==> src/rtl/audio_lpf.sv <==
// Mixer-output recovery: boxcar decimator (accumulate-and-dump) followed by a one-pole IIR.
// Produces a signed OW-bit sample and a one-clock strobe per decimated block.
module audio_lpf #(
   parameter int unsigned IW    = 11,
   parameter int unsigned OW    = 16,
   parameter int unsigned DECIM = 64,
   parameter int unsigned K     = 4
) (
   input  logic          clock,
   input  logic          reset,
   input  logic          ce,
   input  logic [IW-1:0] audio_in,
   input  logic          mute,
   output logic [OW-1:0] sample_out,
   output logic          sample_valid
);

   localparam int unsigned CW = $clog2(DECIM);
   localparam int unsigned AW = IW + CW;

   logic [AW-1:0]      acc_q, acc_d, sum;
   logic [CW-1:0]      cnt_q, cnt_d;
   logic [IW-1:0]      avg_q, avg_d;
   logic               dump_q, dump_d;
   logic signed [OW:0] y_q, y_d, x, diff;
   logic signed [IW:0] ctr;
   logic [OW-1:0]      out_q, out_d;
   logic               valid_q, valid_d;

   // Stage 1: accumulate DECIM ce-qualified samples, then dump the block mean.
   always_comb begin
      sum    = acc_q + AW'(audio_in);
      acc_d  = acc_q;
      cnt_d  = cnt_q;
      avg_d  = avg_q;
      dump_d = 1'b0;
      if (ce) begin
         if (cnt_q == CW'(DECIM - 1)) begin
            avg_d  = IW'(sum >> CW);
            acc_d  = '0;
            cnt_d  = '0;
            dump_d = 1'b1;
         end else begin
            acc_d = sum;
            cnt_d = cnt_q + 1'b1;
         end
      end
   end

   // Stage 2: offset-binary to signed, scale to OW bits, then y += (x - y) >>> K.
   always_comb begin
      ctr     = $signed({1'b0, avg_q}) - $signed((IW + 1)'(1 << (IW - 1)));
      x       = mute ? '0 : ({{(OW - IW){ctr[IW]}}, ctr} <<< (OW - IW));
      diff    = x - y_q;
      y_d     = y_q;
      out_d   = out_q;
      valid_d = 1'b0;
      if (dump_q) begin
         y_d     = y_q + (diff >>> K);
         out_d   = y_d[OW-1:0];
         valid_d = 1'b1;
      end
   end

   always_ff @(posedge clock or negedge reset) begin
      if (!reset) begin
         acc_q   <= '0;
         cnt_q   <= '0;
         avg_q   <= '0;
         dump_q  <= 1'b0;
         y_q     <= '0;
         out_q   <= '0;
         valid_q <= 1'b0;
      end else begin
         acc_q   <= acc_d;
         cnt_q   <= cnt_d;
         avg_q   <= avg_d;
         dump_q  <= dump_d;
         y_q     <= y_d;
         out_q   <= out_d;
         valid_q <= valid_d;
      end
   end

   assign sample_out   = out_q;
   assign sample_valid = valid_q;

endmodule
==> config.mk <==
export PLATFORM = sky130hd
export DESIGN_NAME = audio_lpf
export DESIGN_NICKNAME = d
export VERILOG_FILES = /design/src/rtl/audio_lpf.sv
export SDC_FILE = /design/constraint.sdc
export NUM_CORES = 1
export LEC_CHECK = 0
export ABC_AREA = 1
export BUFFER_PORTS_ARGS = -buffer_cell sky130_fd_sc_hd__buf_2
export CAP_MARGIN = 5
export CORE_UTILIZATION = 60
export CTS_CLUSTER_DIAMETER = 50
export DETAILED_ROUTE_END_ITERATION = 8
export GPL_TIMING_DRIVEN = 0
export PLACE_DENSITY = 0.79
export SLEW_MARGIN = 20
export SYNTH_ARGS = -nofsm -noshare
export SYNTH_HDL_FRONTEND = slang
export SYNTH_SLANG_ARGS = --single-unit
==> constraint.sdc <==
create_clock -name clock -period 7.2 [get_ports clock]
set_input_delay 1.08 -clock clock [delete_from_list [all_inputs] [get_ports clock]]
set_output_delay 1.08 -clock clock [all_outputs]
set_load 0.01 [all_outputs]
Word-level counts from Yosys, hierarchy flattened
Index checks and enable logic that the tools add are counted.
{"block": "totals", "reg_bits": 69, "inputBits": 15, "output_inout_bits": 17, "elab_cells": 20}
{"block": "classes", "add_sub_neg": 5, "n_eq_ne": 1, "mux": 6, "reduce_logical": 1}
{"cell": "17-bit 2-to-1 mux", "n": 2}
{"cell": "17-bit by 11-bit adder with 17-bit output", "n": 1}
{"cell": "17-bit by 13-bit adder with 17-bit output", "n": 1}
{"cell": "17-bit subtractor", "n": 1}
{"cell": "11-bit by 11-bit subtractor with 12-bit output (second input constant)", "n": 1}
{"cell": "6-bit by 1-bit adder with 6-bit output (second input constant)", "n": 1}
{"cell": "6-bit == test (second input constant)", "n": 1}
{"cell": "6-bit 2-to-1 mux", "n": 1}
{"cell": "1-bit 2-to-1 mux", "n": 3}
{"cell": "2-bit AND reduction", "n": 1}

Longest topological paths before layout
Gate-level depths: netlist of the first run.
{"block": "logic_depth", "word_depth": 4, "mapped_depth": 23, "mapped_depth_nobuf": 23}

Worst setup path before layout of the first run
OpenSTA, ideal clock, no wires.
{"block": "synth_timing", "kind": "input port to flip-flop", "from": "input port mute", "to": "register y_q[12]", "setup_time_ns": 0.128, "arrival_time_ns": 3.515, "required_ns": 7.072, "slack_ns": 3.557, "cell_stages": 18, "n_path_buf": 1, "path_cell_list": "clkbuf_1 -> nor2_1 -> ha_1 -> nand2_1 -> nor3_1 -> a21oi_1 -> o21ai_0 -> xor2_1 -> ha_1 -> nand2_1 -> nand2_1 -> a21oi_1 -> nand2_2 -> inv_1 -> o21bai_1 -> or2_1 -> nand3_1 -> o21ai_1"}
{"block": "synth_via", "elab_chain_cells": 3}
{"item": "start, declared", "line_no": "13", "source": "input logic mute,"}
{"item": "17-bit 2-to-1 mux", "line_no": "53", "source": "x = mute ? '0 : ({{(OW - IW){ctr[IW]}}, ctr} <<< (OW - IW));"}
{"item": "17-bit subtractor", "line_no": "54", "source": "diff = x - y_q;"}
{"item": "17-bit by 13-bit adder with 17-bit output", "line_no": "59", "source": "y_d = y_q + (diff >>> K);"}
{"item": "end signal, assigned", "line_no": "79", "source": "y_q <= y_d;"}
{"item": "end, declared", "line_no": "25", "source": "logic signed [OW:0] y_q, y_d, x, diff;"}
No other way between the ends.
A chain may end at the register's enable or synchronous reset.

Worst setup path after layout of the first run
Same ends and word-level chain as after synthesis.

==> summary.md, run 1 <==
| Metric | Value |
|---|---|
| GRT overflow | 0 |
| Clk pin slew, worst setup/hold paths | 0.11 ns |
| Fin area | 4760 sq um |
| Die area | 7670 sq um |
| Post-DRT Antenna Nets | 0 |
| Post-synthesis sequential area ratio | 30.2% |
| Via/cell ratio | 5.27 |
| Final setup violation count | 0 |
| Cell family with most CP delay | simple AND/OR/NAND/NOR gates |
| Vert. Die Dim | slightly below 90 um |
| Chip width | 87.6 um |
| #FFs+latches synth | 53 |
| Antenna violations before repair | 0 |
| Max Clock Skew | between 0.01 and 0.015 ns |
| GP Congestion | approximately 0.93 |
| Final hold slack | 0.456 ns |
| Yosys top cell by area | dfrtp_1 |
| Vias in the first global route | 3905 |
| CP endpoint kind | flip-flop |
| Final antenna diode count | 0 |
| R2R Path Start | y_q[6]$_DFFE_PN0P_ |
| H-tree depth | 2 |
| Final Net Count | 718 |
| Worst Tran Pin Value | 0.685 ns |
| Post-Place Cell Area | 4670 sq um |
| Setup CP Type | primary input to flip-flop |
| Syn_nets | 681 |
| Commonest non-fill, non-tap cells in the layout | nand2_1, inv_1, dfrtp_1 |
| Most frequent CP cell | nand2_1 |
| Reg2Reg Depth | 17 |
| Hold Buf Count CTS | 0 |
| Clock root buffer | clkbuf_8 |
| Worst hold path type | flip-flop to flip-flop |
| Aggregate routed wire length | 9990 um |
| Crit share post-route | a little over half |
| Synth top area cells | dfrtp_1, nand2_1, ha_1, inv_1, nand3_1 |
| Min cycle time layout | 3.95 ns |
| Site Rows | 30 |
| Cell Chain, Critical Path | buf_2 > clkbuf_1 > nor2_1 > ha_1 > nand2_1 > nor3_1 > a21oi_1 > o21ai_0 > xor2_1 > ha_1 > nand2_1 > nand2_1 > a21oi_1 > nand2_2 > inv_1 > o21bai_1 > or2_1 > nand3_1 > o21ai_1 |
| CTS max path bufs | 2 |
| CTS tree | built |
| CTS buffer count | 5 |
| Area grow syn2layout | 8.34% |
| Post-Syn Area per Cell | about 7.0 sq um |
| Worst path arrival time | 4.15 ns |
| Initial Util | 63.3% |
| Crit path launch | mute |
| Slew headroom | between 50% and 60% |
| Layout cells sized above 1 | 12.2% |
| Detailed Routing Iterations Pass 1 | 5 |
| Largest net degree at the start of global routing | 54 |
| Netlist cell types | 38 |
| Synthesized cell area | 4390 sq um |
| First-pass GRT wire length | 17000 um |
| Total number of vias | approximately 4000 |
| CP startpoint kind | primary input |
| Crit path to | y_q[12]$_DFFE_PN0P_ |
| Drt drc | 0 |
| Slowest cell delay on critical path | between 0.3 and 0.4 ns |
| RSZ-0062 raised after global routing | no |
| CP Max Fanout | 10 |
| Max cap viols | 0 |
| Crit Reg-Reg Endpoint | y_q[12]$_DFFE_PN0P_ |
| CTS resizes | 0 |
| Fin. Hold Viols | 0 |
| Final Max Tran Viols | 0 |
| Global router's overall resource usage | 28.6% |
| Initial DRC count | 179 |
| Slowest cell on crit path | ha_1 |
| Crit. path cell count | 19 |
| Cells after synthesis | about 630 |
| Setup TNS | 0 ns |
| Commonest non-fill, non-tap cell in the layout | nand2_1 |
| Critical path required time | 7.40 ns |
| Hold Startpoint | dump_q$_DFF_PN0_ |
| Clk sinks | 53 |
| Setup Fix Bufs, Post-CTS | 0 |
| Clk_lat worst skew | roughly 0.33 ns |
| Reg2Reg Setup Slack | 4.05 ns |
| HPWL after detailed placement | 7790 um |
| PortBufs | 30 |
| Outcome | complete, no violations |
| Final core utilization | 68.6% |
| WL per Instance | 13.2 um |
| Fmax | 0.253 GHz |
| I/O Pins | 32 |
| Core area | between 6000 and 7000 sq um |
| Share of the synthesized area in the top cell type | 30.2% |
| Synth warn | 0 |
| Buffer and inverter count on the worst path | 3 |
-- how the worst min path moves through the flow --
| stage | cells after the start | slack [ns] | to |
|---|---|---|---|
| floorplan | 0 | 0.41 | sample_valid$_DFF_PN0_ |
| global placement | 0 | 0.44 | sample_valid$_DFF_PN0_ |
| detailed placement | 0 | 0.43 | sample_valid$_DFF_PN0_ |
| CTS | 0 | 0.46 | sample_valid$_DFF_PN0_ |
| global route | 0 | 0.47 | sample_valid$_DFF_PN0_ |
| finish | 0 | 0.46 | sample_valid$_DFF_PN0_ |
-- synthesized netlist by cell type --
| cell type | n |
|---|---|
| nand2_1 | 167 |
| inv_1 | 86 |
| dfrtp_1 | 53 |
| nor2_1 | 48 |
| nand3_1 | 45 |
| o21ai_0 | 40 |
| ha_1 | 39 |
| a21oi_1 | 34 |
| buf_4 | 17 |
| xnor2_1 | 12 |
| xor2_1 | 12 |
| a21o_1 | 7 |
| nand2_2 | 7 |
| nor3_1 | 7 |
| nand3b_1 | 5 |
| o22ai_1 | 5 |
| o21bai_1 | 4 |
| clkbuf_1 | 3 |
| inv_2 | 3 |
| nand3_2 | 3 |
| nand4_1 | 3 |
| nor2_2 | 3 |
| buf_2 | 2 |
| buf_6 | 2 |
| fa_1 | 2 |
| o21ai_1 | 2 |
| or2_1 | 2 |
| or2_2 | 2 |
| a21boi_0 | 1 |
| a21oi_2 | 1 |
| a22o_1 | 1 |
| a32o_1 | 1 |
| and2_1 | 1 |
| nor2_4 | 1 |
| nor3_2 | 1 |
| o211ai_1 | 1 |
| o21a_1 | 1 |
| o21bai_2 | 1 |
-- worst reg2reg max path: stages (launching register included) --
cell	delay, ns
dfrtp_1	0.43
inv_1	0.07
ha_1	0.35
nand2_1	0.07
nor3_1	0.22
a21oi_1	0.16
o21ai_0	0.25
xor2_1	0.24
ha_1	0.32
nand2_1	0.11
nand2_1	0.05
a21oi_1	0.15
nand2_2	0.11
inv_1	0.07
o21bai_1	0.08
or2_1	0.22
nand3_1	0.06
o21ai_1	0.06
-- state kept, by name, summed over array words and instances (netlist names) --
register,flops
dump_q,1
y_q,17
avg_q,11
sample_valid,1
cnt_q,6
acc_q,17
-- through the flow --
step / setup slack (ns) / cells
5_1_grt: 2.89 / 759
3_3_place_gp: 3.02 / 751
6_report: 3.25 / 759
4_1_cts: 3.27 / 759
2_1_floorplan: 3.56 / 625
3_5_place_dp: 2.94 / 751
-- cells by family after synthesis --
group | count (synthesis) | share of synthesized area (%)
DFF | 53 | 30.2
and+or+nand+nor | 295 | 28.9
buffers and inverters | 113 | 11.5
adders and majority gates | 41 | 12.0
xor gates and xnor gates | 24 | 4.78
AOI/OAI and AO/OA | 99 | 12.6
-- cell type report --
class / instances / area (sq um)
inverter: 89 / 334
multi-input combinational: 459 / 2560
clock buffer: 5 / 68.8
timing repair buffer: 30 / 153
buffer: 24 / 171
clock inverter: 3 / 25.0
tap: 96 / 120
sequential: 53 / 1330
fill: 618 / 2180
-- routing by layer --
metal	global-route usage [%]	routed length [um]
met4	8.64	182
met2	53.1	5030
met3	3.39	321
met1	34.5	4460
met5	0	0
Power of run 1 is not shown: default switching activity piles up to over one toggle a cycle in this logic, so the estimate is an artifact.
==> run 2: changes to the inputs <==
--- a/config.mk
+++ b/config.mk
@@ -8,11 +8,11 @@
 export ABC_AREA = 1
 export BUFFER_PORTS_ARGS = -buffer_cell sky130_fd_sc_hd__buf_2
 export CAP_MARGIN = 5
-export CORE_UTILIZATION = 60
+export CORE_UTILIZATION = 56
 export CTS_CLUSTER_DIAMETER = 50
 export DETAILED_ROUTE_END_ITERATION = 8
 export GPL_TIMING_DRIVEN = 0
-export PLACE_DENSITY = 0.79
+export PLACE_DENSITY = 0.78
 export SLEW_MARGIN = 20
 export SYNTH_ARGS = -nofsm -noshare
 export SYNTH_HDL_FRONTEND = slang
==> constraint.sdc (replaced) <==
create_clock -name clock -period 3.24 [get_ports clock]
set_input_delay 0.486 -clock clock [delete_from_list [all_inputs] [get_ports clock]]
set_output_delay 0.486 -clock clock [all_outputs]
set_load 0.01 [all_outputs]
==> summary.md, run 2 (synthesis results as in run 1) <==
| Metric | Value |
|---|---|
| Reg2Reg Setup Slack | 0.17 ns |
| CP startpoint kind | flip-flop |
| Clock root buffer | clkbuf_8 |
| Detailed Routing Iterations Pass 1 | 5 |
| Worst path arrival time | 3.26 ns |
| Layout cells sized above 1 | 15.0% |
| Min cycle time layout | 3.07 ns |
| Die area | just over 8000 sq um |
| Site Rows | 31 |
| RSZ-0062 raised after global routing | yes |
| CTS buffer count | 5 |
| CTS max path bufs | 2 |
| Outcome | complete, no violations |
| Global router's overall resource usage | 25.7% |
| Crit path to | y_q[12]$_DFFE_PN0P_ |
| PortBufs | 30 |
| WL per Instance | 12.9 um |
| Min setup slack post-route | 0.168 ns |
| Initial DRC count | ~170 |
| Top Registers | acc_q (17), y_q (17), avg_q (11) |
| Chip width | 90.6 um |
| Final hold slack | a little over 0.2 ns |
| Max Clock Skew | 0.00642 ns |
| Core area | 7410 sq um |
| Setup CP Type | flip-flop to flip-flop |
| Initial Util | 59.3% |
| Post-Place Cells | 754 |
| Aggregate routed wire length | 9880 um |
| H-tree depth | 2 |
| Crit Reg-Reg Endpoint | y_q[12]$_DFFE_PN0P_ |
| CP Max Fanout | 6 |
| Post-DRT Antenna Nets | 0 |
| Setup WS pre-CTS | -0.456 ns |
| R2R Path Start | avg_q[1]$_DFFE_PN0P_ |
| I/O Pins | 32 |
| Total number of vias | 4058 |
| HPWL after detailed placement | 7660 um |
| Final setup violation count | 0 |
| Hold Buf Count CTS | 0 |
| CP endpoint kind | flip-flop |
| Drt drc | 0 |
| Worst hold path type | primary input to asynchronous set/reset pin |
| Final Net Count | 724 |
| Largest net degree at the start of global routing | 54 |
| Slew headroom | 54.8% |
| Commonest non-fill, non-tap cell in the layout | nand2_1 |
| First-pass GRT wire length | 17100 um |
| Antenna violations before repair | 0 |
| Reg2Reg Depth | 18 |
| Clk_lat worst skew | 0.31 ns |
| Vias in the first global route | between 3000 and 4000 |
| Fmax | 0.326 GHz |
| Post-route insts no fill | 767 |
| Via/cell ratio | between 5 and 6 |
| Clk pin slew, worst setup/hold paths | 0.10 ns |
| Vert. Die Dim | roughly 91 um |
| Crit path launch | avg_q[1]$_DFFE_PN0P_ |
| Final Max Tran Viols | 0 |
| Area grow syn2layout | 11.1% |
| GRT overflow | 0 |
| Max cap viols | 0 |
| Clk sinks | 53 |
| GP Congestion | 0.907 |
| Worst Tran Pin Value | 0.678 ns |
| Critical path required time | around 3.4 ns |
| Layout filler cell count | 661 |
| CTS tree | built |
| Commonest non-fill, non-tap cells in the layout | nand2_1, inv_1, dfrtp_1 |
| Fin. Hold Viols | 0 |
| Final antenna diode count | 0 |
| Crit share post-route | 94.8% |
## run 2: critical path, cell delays in order (launching register included)
cell      delay, ns
dfrtp_1        0.40
inv_1          0.05
nor2_1         0.04
ha_1           0.35
nand2_1        0.09
nor3_2         0.17
a21oi_2        0.11
o21ai_1        0.18
xor2_1         0.27
ha_1           0.34
nand2_1        0.10
nand2_1        0.05
a21oi_1        0.15
nand2_2        0.12
inv_1          0.07
o21bai_1       0.09
or2_1          0.22
nand3_1        0.06
o21ai_1        0.07
## run 2: how the worst min path moves through the flow
stage                     start                      to  slack, ns  cells past startpoint
6_report                  reset    acc_q[2]$_DFFE_PN0P_       0.20                      1
3_3_place_gp   dump_q$_DFF_PN0_  sample_valid$_DFF_PN0_       0.44                      0
2_1_floorplan             reset    acc_q[0]$_DFFE_PN0P_       0.19                      0
4_1_cts                   reset    cnt_q[4]$_DFFE_PN0P_       0.24                      1
5_1_grt                   reset    acc_q[2]$_DFFE_PN0P_       0.26                      1
3_5_place_dp   dump_q$_DFF_PN0_  sample_valid$_DFF_PN0_       0.43                      0
## run 2: routing by layer
metal | up-vias | global-route usage (%) | wire length [um]
met3 | 20 | 2.44 | 336
met2 | 93 | 47.2 | 5000
met5 | - | 0 | 0
li1 | 2087 | - | -
met1 | 1858 | 31.4 | 4340
met4 | 0 | 8.33 | 199
## run 2: area by class of cell
type | instances | area (sq um) | share of cell area [%]
clock inverters | 2 | 38.8 | 0.794
clock buffers | 5 | 68.8 | 1.41
plain buffers | 23 | 168 | 3.43
well taps | 99 | 124 | 2.54
repair buffers | 37 | 205 | 4.20
multi-input cells | 459 | 2620 | 53.6
inverters | 89 | 334 | 6.84
flip-flops and latches | 53 | 1330 | 27.2
## run 2: metrics by stage
stage               util (%)  cell area (sq um)  TNS (ns)
detailed placement      63.0               4670     -3.00
CTS                     64.4               4770         0
global route            65.9               4880   -0.0948
floorplan                  -               4390         0
finish                  65.9               4880         0
global placement        63.0               4670     -2.26
## run 2: repair_timing
action | 4_1_cts | 5_1_grt
buffers inserted | 0 | 7
pin swaps | 0 | 7
cloned | 0 | 0
endpoints found under the setup margin | 7 | 8
gates resized for setup | 0 | 15
endpoints found under the hold margin | 0 | 0
Power of run 2 is left out for the same reason.
